--- src/rtl/alu_pipe.sv ---
// Registered 16-op ALU with valid/ready on both sides and a single output register.
// Define ALU_MUL_EN to add opcode 0x10, an iterative unsigned shift-add multiply.
module alu_pipe #(
  parameter int WIDTH = 8
) (
  input  logic             clk,
  input  logic             rst,
  input  logic             in_valid,
  output logic             in_ready,
  input  logic [WIDTH-1:0] A,
  input  logic [WIDTH-1:0] B,
  input  logic [4:0]       ALU_Sel,
  output logic             out_valid,
  input  logic             out_ready,
  output logic [WIDTH-1:0] ALU_Out,
  output logic [WIDTH-1:0] ALU_OutHi,
  output logic             CarryOut,
  output logic             Zero,
  output logic             Overflow,
  output logic             Illegal
);

  logic [WIDTH:0]   add_w, sub_w;
  logic [WIDTH-1:0] alu_res;
  logic             alu_c, alu_v, alu_ill;
  logic             out_free, ld_single;

  logic             out_valid_q, out_valid_d;
  logic [WIDTH-1:0] out_q, out_d, hi_q, hi_d;
  logic             c_q, c_d, z_q, z_d, v_q, v_d, ill_q, ill_d;

  assign out_free = !out_valid_q || out_ready;
  assign add_w    = {1'b0, A} + {1'b0, B};
  assign sub_w    = {1'b0, A} - {1'b0, B};

  always_comb begin
    alu_res = '0;
    alu_c   = 1'b0;
    alu_v   = 1'b0;
    alu_ill = 1'b0;
    case (ALU_Sel)
      5'h00: begin
        alu_res = add_w[WIDTH-1:0];
        alu_c   = add_w[WIDTH];
        alu_v   = (A[WIDTH-1] == B[WIDTH-1]) && (add_w[WIDTH-1] != A[WIDTH-1]);
      end
      5'h01: begin
        alu_res = sub_w[WIDTH-1:0];
        alu_c   = sub_w[WIDTH];
        alu_v   = (A[WIDTH-1] != B[WIDTH-1]) && (sub_w[WIDTH-1] != A[WIDTH-1]);
      end
      5'h02: alu_res = A & B;
      5'h03: alu_res = A | B;
      5'h04: alu_res = A ^ B;
      5'h05: alu_res = ~(A | B);
      5'h06: begin alu_res = {A[WIDTH-2:0], 1'b0}; alu_c = A[WIDTH-1]; end
      5'h07: begin alu_res = {1'b0, A[WIDTH-1:1]}; alu_c = A[0]; end
      5'h08: alu_res = ~(A & B);
      5'h09: alu_res = ~(A ^ B);
      5'h0A: alu_res = WIDTH'(A <  B);
      5'h0B: alu_res = WIDTH'(A == B);
      5'h0C: alu_res = WIDTH'(A >  B);
      5'h0D: alu_res = WIDTH'(A != B);
      5'h0E: alu_res = WIDTH'(A >= B);
      5'h0F: alu_res = WIDTH'(A <= B);
      default: alu_ill = 1'b1;
    endcase
  end

`ifdef ALU_MUL_EN
  localparam int CW = $clog2(WIDTH);
  typedef enum logic {IDLE, MUL_BUSY} state_t;

  state_t             state_q, state_d;
  logic [CW-1:0]      cnt_q, cnt_d;
  logic [WIDTH-1:0]   mcand_q, mcand_d;
  logic [2*WIDTH-1:0] prod_q, prod_d, prod_step;
  logic [WIDTH:0]     sum;
  logic               ld_mul;

  assign in_ready = (state_q == IDLE) && out_free;

  // Low half starts as the multiplier and is shifted out as the product fills in.
  assign sum       = {1'b0, prod_q[2*WIDTH-1:WIDTH]} + (prod_q[0] ? {1'b0, mcand_q} : '0);
  assign prod_step = {sum, prod_q[WIDTH-1:1]};

  always_comb begin
    state_d   = state_q;
    cnt_d     = cnt_q;
    mcand_d   = mcand_q;
    prod_d    = prod_q;
    ld_single = 1'b0;
    ld_mul    = 1'b0;
    case (state_q)
      IDLE: begin
        if (in_valid && in_ready) begin
          if (ALU_Sel == 5'h10) begin
            state_d = MUL_BUSY;
            cnt_d   = '0;
            mcand_d = A;
            prod_d  = {{WIDTH{1'b0}}, B};
          end else begin
            ld_single = 1'b1;
          end
        end
      end
      MUL_BUSY: begin
        if (cnt_q != CW'(WIDTH - 1)) begin
          prod_d = prod_step;
          cnt_d  = cnt_q + CW'(1);
        end else if (out_free) begin
          // final step only completes once the output register can take it
          prod_d  = prod_step;
          ld_mul  = 1'b1;
          state_d = IDLE;
        end
      end
      default: state_d = IDLE;
    endcase
  end

  always_ff @(posedge clk or posedge rst) begin
    if (rst) begin
      state_q <= IDLE;
      cnt_q   <= '0;
      mcand_q <= '0;
      prod_q  <= '0;
    end else begin
      state_q <= state_d;
      cnt_q   <= cnt_d;
      mcand_q <= mcand_d;
      prod_q  <= prod_d;
    end
  end
`else
  assign in_ready  = out_free;
  assign ld_single = in_valid && in_ready;
`endif

  always_comb begin
    out_valid_d = out_valid_q && !out_ready;
    out_d       = out_q;
    hi_d        = hi_q;
    c_d         = c_q;
    z_d         = z_q;
    v_d         = v_q;
    ill_d       = ill_q;
    if (ld_single) begin
      out_valid_d = 1'b1;
      out_d       = alu_res;
      hi_d        = '0;
      c_d         = alu_c;
      z_d         = (alu_res == '0);
      v_d         = alu_v;
      ill_d       = alu_ill;
    end
`ifdef ALU_MUL_EN
    if (ld_mul) begin
      out_valid_d = 1'b1;
      out_d       = prod_step[WIDTH-1:0];
      hi_d        = prod_step[2*WIDTH-1:WIDTH];
      c_d         = 1'b0;
      z_d         = (prod_step == '0);
      v_d         = (prod_step[2*WIDTH-1:WIDTH] != '0);
      ill_d       = 1'b0;
    end
`endif
  end

  always_ff @(posedge clk or posedge rst) begin
    if (rst) begin
      out_valid_q <= 1'b0;
      out_q       <= '0;
      hi_q        <= '0;
      c_q         <= 1'b0;
      z_q         <= 1'b0;
      v_q         <= 1'b0;
      ill_q       <= 1'b0;
    end else begin
      out_valid_q <= out_valid_d;
      out_q       <= out_d;
      hi_q        <= hi_d;
      c_q         <= c_d;
      z_q         <= z_d;
      v_q         <= v_d;
      ill_q       <= ill_d;
    end
  end

  assign out_valid = out_valid_q;
  assign ALU_Out   = out_q;
  assign ALU_OutHi = hi_q;
  assign CarryOut  = c_q;
  assign Zero      = z_q;
  assign Overflow  = v_q;
  assign Illegal   = ill_q;

endmodule

--- config.mk ---
export PLATFORM = sky130hd
export DESIGN_NAME = alu_pipe
export DESIGN_NICKNAME = d
export VERILOG_FILES = /design/src/rtl/alu_pipe.sv
export SDC_FILE = /design/constraint.sdc
export NUM_CORES = 1
export LEC_CHECK = 0
export ABC_AREA = 1
export CAP_MARGIN = 25
export CORE_ASPECT_RATIO = 0.9
export CORE_MARGIN = 2
export CORE_UTILIZATION = 45
export DETAILED_ROUTE_END_ITERATION = 8
export PLACE_DENSITY = 0.73
export SYNTH_ARGS = -nofsm -noshare
export SYNTH_HDL_FRONTEND = slang
export SYNTH_SLANG_ARGS = --single-unit
--- constraint.sdc ---
create_clock -name clk -period 2.3 [get_ports clk]
set_input_delay 0.69 -clock clk [delete_from_list [all_inputs] [get_ports clk]]
set_output_delay 0.69 -clock clk [all_outputs]
set_load 0.05 [all_outputs]
==> metrics.txt <==
Clock Skews=2.54 ps; pre-CTS WS=-621 ps; Worst EP required=2430 ps; via count=3274; design area=3860 sq um; crit path kind=in2reg; Inst Count DP=600; Yosys top cell by area=nand2_1; CTS tree=built; area taken by multi-input logic gates=2050 sq um; Initial Utilization=0.460; fin. max-slew vios=0; largest net degree at the start of global routing=16; net switching power=0.606 mW; Leak=2.03 nW; Slowest cell on crit path=dlygate4sd2_1; sequential area share after synthesis=0.136; routed len/inst=15.2 um; Via density=5.32; Max Cap Viol=0; DR pass1 iterations=5; largest family of logic cells by synthesized area=simple AND/OR/NAND/NOR gates; PwrDens=346 nW/um^2; gpl congestion=0.959; layout cells sized above 1=0.343; asr flop ratio synth=1.00; setup_tns=0 ps; Synth Flop Type=dfrtp_1; fin crit share=0.975; Critical Path AT=2380 ps; Seq cells post-synth=13; first-pass GRT wire length=14300 um; crit path max fanout=7; DP HPWL=7000 um; worst-path cell chain=dlygate4sd2_1 > buf_4 > nor2_4 > nand2_4 > buf_4 > nor2_4 > nand2_1 > nand2_1 > nor2_1 > nand3b_1 > nor2_2 > nand2_1 > nor2_1 > nand2_1 > nand2_1; CTS Buf Count=3; Hold Buf Count CTS=0; Post-synth EDFFs=0; Final Critical Period=2240 ps; Hold Vio Cnt, Final=0; gr usage total=0.314; DR iter-0 viols=323; multiplexer area fraction after synthesis=0; # clock sinks=13; global route overflow=0; P_int=0.728 mW; total core area=5190 sq um; Layout area overhead=61.5%; met3 usage=0.0198; vias in the first global route=3036; Peak VDD IR=287 uV; Final ANT Viol Nets=0; Comb pwr share=0.643; Tot Pwr=1.33 mW; initial antenna violation count=0; top cells by area, synth=nand2_1 (23%), dfrtp_1 (14%), ha_1 (13%), inv_1 (9.7%), nand3_1 (8.4%); register area=325 sq um; sequential power share=0.203; Worst slew margin=0.660; Port Buf Inserts=38; # rows=25; CTS root buffer=clkbuf_8; Mean Syn Cell Area=5.70 sq um; NumNets Final=600; Crit path largest cell delay=240 ps; Non-Filler Instances=615; clock slew at reported path FFs=50 ps; htree depth=1; Inserted Diodes=0; GR met2 Demand/Resource=0.531; fillers=427; synth unique cells=30; critical path startpoint category=input pin; Switching Share=0.454; Setup Viol. Count Final=0; Clock Latency Late Sink=240 ps; final WL=9330 um; IO Pins=47; Gate Count Post-Synth=419; commonest non-fill, non-tap cell in the layout=nand2_1; simple-gate portion of the synthesized area=0.496; synthesis warning total=0; met1 Use GR=0.415; Synth Area in Compound Gates=0.0734; worst-margin pin slew=510 ps; Util after Layout=0.743; post-synthesis adder-cell area fraction=0.143; Clock Power Share=0.154; DRC viols=0; Die Ht=73.1 um; HP Class=reg2reg; Post-Syn Area=2390 sq um; post-synth top area share=0.231; clock buffer depth=2; CP endpoint kind=flip-flop; status=finished, final reports clean; total die area=5900 sq um; commonest cells after routing, fill and taps aside=nand2_1 (136), buf_4 (91), inv_1 (42); Die Span X=80.8 um; Worst Setup Slack, final=57.9 ps; XOR/XNOR share of the synthesized area=0.00734; Hold WS=474 ps; most used routing layer=met2; Post-DP Area=3420 sq um; CP most frequent cell=nand2_1; Max Fclk=446 MHz
[cells in the mapped netlist, drive strengths merged, types with 2 or more instances]
| cell | instances |
|---|---|
| a21oi | 12 |
| buf | 16 |
| dfrtp | 13 |
| fa | 2 |
| ha | 24 |
| inv | 63 |
| nand2 | 150 |
| nand3 | 41 |
| nand4 | 14 |
| nor2 | 56 |
| nor3 | 5 |
| o211ai | 2 |
| o21ai | 11 |
[repair_timing]
action | CTS | global route
cloned | 0 | 0
buffers inserted | 6 | 5
setup endpoints to repair | 11 | 9
resized for setup | 85 | 37
pin swaps | 29 | 35
[cell families after synthesis]
logic type | Yosys count
buf+inv | 79
xor+xnor | 2
fa+ha+maj | 26
other cells | 1
simple gates | 267
compound gates | 31
flops | 13
[worst max-delay path, delay by kind of cell]
family	cells	cell delay (ps)
buffers and inverters	3	540
and+or+nand+nor	12	1140
[power groups by stage]
stage | combinational, mW | clock, mW | sequential, mW
floorplan | 0.318 | 0 | 0.372
global route | 0.918 | 0.215 | 0.274
detailed placement | 0.736 | 0 | 0.275
finish | 0.858 | 0.205 | 0.271
global placement | 0.727 | 0 | 0.274
CTS | 0.804 | 0.207 | 0.271
[state kept, by name (all words and copies together), names as in the netlist]
signal	cells
Illegal	1
ALU_Out	8
CarryOut	1
Overflow	1
Zero	1
out_valid	1
[path summary, 6_finish.rpt]
check	from	endpoint	slack, ps	cells after the start
worst max register to register	out_valid	Zero	910	9
worst min-delay path	ALU_Out[0]	ALU_Out[0]	470	2
max in group asynchronous	rst	ALU_Out[0]	1180	2
min in group asynchronous	rst	ALU_Out[6]	780	2
worst min register to register	ALU_Out[0]	ALU_Out[0]	470	2
worst max-delay path	ALU_Sel[4]	Zero	60	15
[cell type report]
cell class | instances | area share
well taps | 67 | 0.0217
flip-flops and latches | 13 | 0.0844
repair buffers | 134 | 0.288
multi-input cells | 334 | 0.532
inverters | 63 | 0.0620
clock buffers | 4 | 0.0117
[metal layers]
metal  wire length (um)  vias to the layer above
met5                  0                        -
met4                462                        0
met3                824                       47
met2               4310                      202
met1               3730                     1465
li1                   -                     1560
No activity file was read; power rests on OpenSTA's default activity.
==> RTL edit 1 (same flow settings) <==
The option `ALU_MUL_EN` is turned on by a define.
--- a/src/rtl/alu_pipe.sv
+++ b/src/rtl/alu_pipe.sv
@@ -1,5 +1,7 @@
 // Registered 16-op ALU with valid/ready on both sides and a single output register.
 // Define ALU_MUL_EN to add opcode 0x10, an iterative unsigned shift-add multiply.
+`define ALU_MUL_EN
+
 module alu_pipe #(
   parameter int WIDTH = 8
 ) (
Formal check against the unedited RTL: not equivalent (Yosys sat finds a counterexample within 4 cycles, from zero or initial values and one cycle with rst high).
==> RTL edit 1 against the original RTL <==
  * Total power grew to 3.6 times the old value
  * First-iteration DRC count grew 38%
  * Final area grew 65%
  * Synthesized cell count grew 54%
  * Clock power grew to 2.6 times the old value
  * Wire length grew 67%
  * Fmax shrank 1.8%
  * Register-to-register slack lost 890 ps
  * Critical path type is now reg2reg
  * Highest routed layer unchanged
  * Sequential cell count grew 36
  * Setup slack lost 41 ps
  * Synthesized area grew 79%
==> RTL edit 1: results (changes against the original RTL) <==
INFO  metric run_status = finished, final reports clean
INFO  metric globalRouteMet2Util = 0.495 (-0.0368)
INFO  metric largest_reg_flops = 16 (+8)
INFO  metric grt.met1_usage = 0.423 (+0.00766)
INFO  metric placement.cell_area = 5750 µm² (+68%)
INFO  metric skew = 6.46 ps (+3.92 ps)
INFO  metric cp_data_arrival_time = 2480 ps (+100 ps)
INFO  metric cts-buffers-inserted = 5 (+2)
INFO  metric gp_congestion = 0.994 (+3.7%)
INFO  metric whs_endpoint = cnt_q[0]
INFO  metric buffer_ports.inserted = 46 (+21%)
INFO  metric timing.reg2reg.setup_slack = 20 ps (-890 ps)
INFO  metric synth.distinct_cells = 38 (+27%)
INFO  metric hp-start = cnt_q[0]
INFO  metric grt_use_met3 = 0.0483 (+0.0285)
INFO  metric syn-instance-count = 645 (+54%)
INFO  metric worst_path_largest_cell_delay = 400 ps (+160 ps)
INFO  metric critical_path.reg2reg.startpoint = prod_q[0]
INFO  metric power_density = 748 nW/µm² (+120%)
INFO  metric final-instance-count-excl-fill = 943 (+53%)
INFO  metric detailroute.via_count = 5072 (+55%)
INFO  metric yosys-top-cells-area = dfrtp_1, nand2_1, ha_1, nand3_1, inv_1
INFO  metric routed_wirelength = 15500 µm (+67%)
INFO  metric power.switching = 2.21 mW (+270%)
INFO  metric worstMarginPinSlew = 531 ps (+21.0 ps)
INFO  metric nFillCells = 770 (+80%)
INFO  metric synth_top_cells_by_count = nand2_1, inv_1, nand3_1
INFO  metric maximum_number_of_pins_on_one_net_before_global_route_repair = 38 (+22)
INFO  metric timing.critical_path.slowest_stage_cell = dfrtp_1
INFO  metric ctsHtreeMaxLevel = 2 (+1)
INFO  metric grt.total_usage = 0.300 (-0.0144)
INFO  metric worstHoldPathCells = 1 (-1)
INFO  metric drt-initial-drc-count = 446 (+38%)
INFO  metric grt_pass1_vias = 4716 (+55%)
INFO  metric seq_area_frac_synth = 0.286 (+0.150)
INFO  metric dp_hpwl = 11900 µm (+70%)
INFO  metric layout.nets = 882 (+47%)
INFO  metric cts.repair_timing.setup_buffer_count = 14 (+8)
INFO  metric dpl_worst_slack = -880 ps (-259 ps)
INFO  metric clkLatencyLatePin = 310 ps (+70 ps)
INFO  metric fin_total_pwr = 4.77 mW (+260%)
==> RTL edit 1: how the worst max path moves through the flow <==
stage                          end       from  depth (start not counted)  slack (ps)
after floorplan               Zero       A[0]                         17         0.4
after global placement        Zero       A[0]                         16        -880
after detailed placement      Zero       A[0]                         16        -880
after CTS                     Zero       B[0]                         15         -30
after global routing          Zero  prod_q[0]                         16        -130
final                     Overflow  prod_q[0]                         15          20
==> RTL edit 1: cell families (layout without fill, tap and decap cells) <==
group,after synthesis,in the layout,synth area share
adder cells (fa/ha/maj),37,37,0.113
flip-flops,49,49,0.286
buffers and inverters,109,285,0.106
AND/OR/NAND/NOR,354,354,0.358
AO/OA/AOI/OAI,89,89,0.122
XOR/XNOR,7,7,0.0143
==> RTL edit 1: layout make-up <==
type | count | area share
multi-input cells | 487 | 0.472
repair buffers | 188 | 0.245
flip-flops and latches | 49 | 0.192
inverters | 89 | 0.0528
well taps | 122 | 0.0239
clock buffers | 6 | 0.0114
clock inverters | 2 | 0.00235
==> RTL edit 2 (same settings) <==
Without the edit above. Put one more register stage on the output `Overflow`. The value now appears one clock later. The other outputs are not delayed to match.
--- a/src/rtl/alu_pipe.sv
+++ b/src/rtl/alu_pipe.sv
@@ -192,7 +192,9 @@
   assign ALU_OutHi = hi_q;
   assign CarryOut  = c_q;
   assign Zero      = z_q;
-  assign Overflow  = v_q;
+  always_ff @(posedge clk) begin
+    Overflow <= v_q;
+  end
   assign Illegal   = ill_q;
 
 endmodule
Function: changed (a bounded check fails within 4 cycles, from zero or initial values and one cycle with rst high).
==> RTL edit 2 against the original RTL <==
  * Sequential cell count increased by 1
  * Wire length decreased by 9.6%
  * Global-route usage decreased by 3.1 points
  * Combinational power decreased by 1%
  * Synthesized area decreased by 0.94%
  * Final area decreased by 0.71%
  * Setup slack improved by 11 ps
  * Total power increased by 3.4%
  * Die area decreased by 0.90%
==> RTL edit 2: results (changes against the original RTL) <==
INFO  metric synth_compound_area_frac = 0.0598 (-0.0136)
INFO  metric viasPerCell = 5.17 (-2.9%)
INFO  metric detailroute.via_count = 3126 (-4.5%)
INFO  metric met2_length = 4120 µm (-4.5%)
INFO  metric layout.buffer.nonclock.area_share = 0.291 (+0.00305)
INFO  metric cp_data_arrival_time = 2420 ps (+40 ps)
INFO  metric timing.critical_path.slowest_stage_cell = fa_2
INFO  metric skew = 4.97 ps (+2.43 ps)
INFO  metric worst_path_largest_cell_delay = 400 ps (+160 ps)
INFO  metric timing.reg2reg.setup_slack = 1120 ps (+210 ps)
INFO  metric placed_cell_count = 595 (-0.83%)
INFO  metric run_status = finished, final reports clean
INFO  metric grt.total_usage = 0.283 (-0.0315)
INFO  metric layout_multi_input_combinational_cell_count = 325 (-2.7%)
INFO  metric top_fanout_value_on_the_critical_path = 2 (-5)
INFO  metric cts.sink_count = 14 (+1)
INFO  metric layout.nets = 590 (-1.7%)
INFO  metric synth_async_sr_flop_share = 0.929 (-0.0714)
INFO  metric synthXorXnorAreaFrac = 0.0111 (+0.00377)
INFO  metric synth_top_cells_by_count = nand2_1, inv_1, nand3_1
INFO  metric synth.distinct_cells = 34 (+13%)
INFO  metric p_leak = 2.07 nW (+2.0%)
INFO  metric grt_pass1_vias = 2839 (-6.5%)
INFO  metric met3_wirelength = 636 µm (-23%)
INFO  metric ir_worst_vdd = 0.000319 V (+11%)
INFO  metric drive_above_1_share = 0.355 (+0.0120)
-- RTL edit 2: report_power, final --
part | switching [mW] | total (mW) | leakage, nW | internal (mW)
Combinational | 0.495 | 0.848 | 1.87 | 0.353
Clock | 0.0849 | 0.237 | 0.0288 | 0.152
Sequential | 0.0178 | 0.296 | 0.175 | 0.278
-- RTL edit 2: worst max-delay path by stage --
stage / startpoint / end / cells after the start
2_1_floorplan: A[0] / Zero / 15
3_3_place_gp: A[0] / Zero / 13
3_5_place_dp: A[0] / Zero / 13
4_1_cts: ALU_Sel[2] / ALU_Out[3] / 12
5_1_grt: A[0] / Zero / 16
6_report: B[1] / Zero / 13
-- RTL edit 2: what timing repair did --
item                       in CTS  in global routing
gates resized for setup        70                 36
hold buffers                    0                  0
setup endpoints to repair      11                  9
buffers inserted                3                  4
pin swaps                      26                 24
-- RTL edit 2: metrics by stage --
stage                     hold WS (ps)  worst slack (ps)
after floorplan                    348               146
final                              376              68.8
after CTS                          379              1.61
after global routing               393             -19.8
after detailed placement           366              -551
after global placement             370              -485
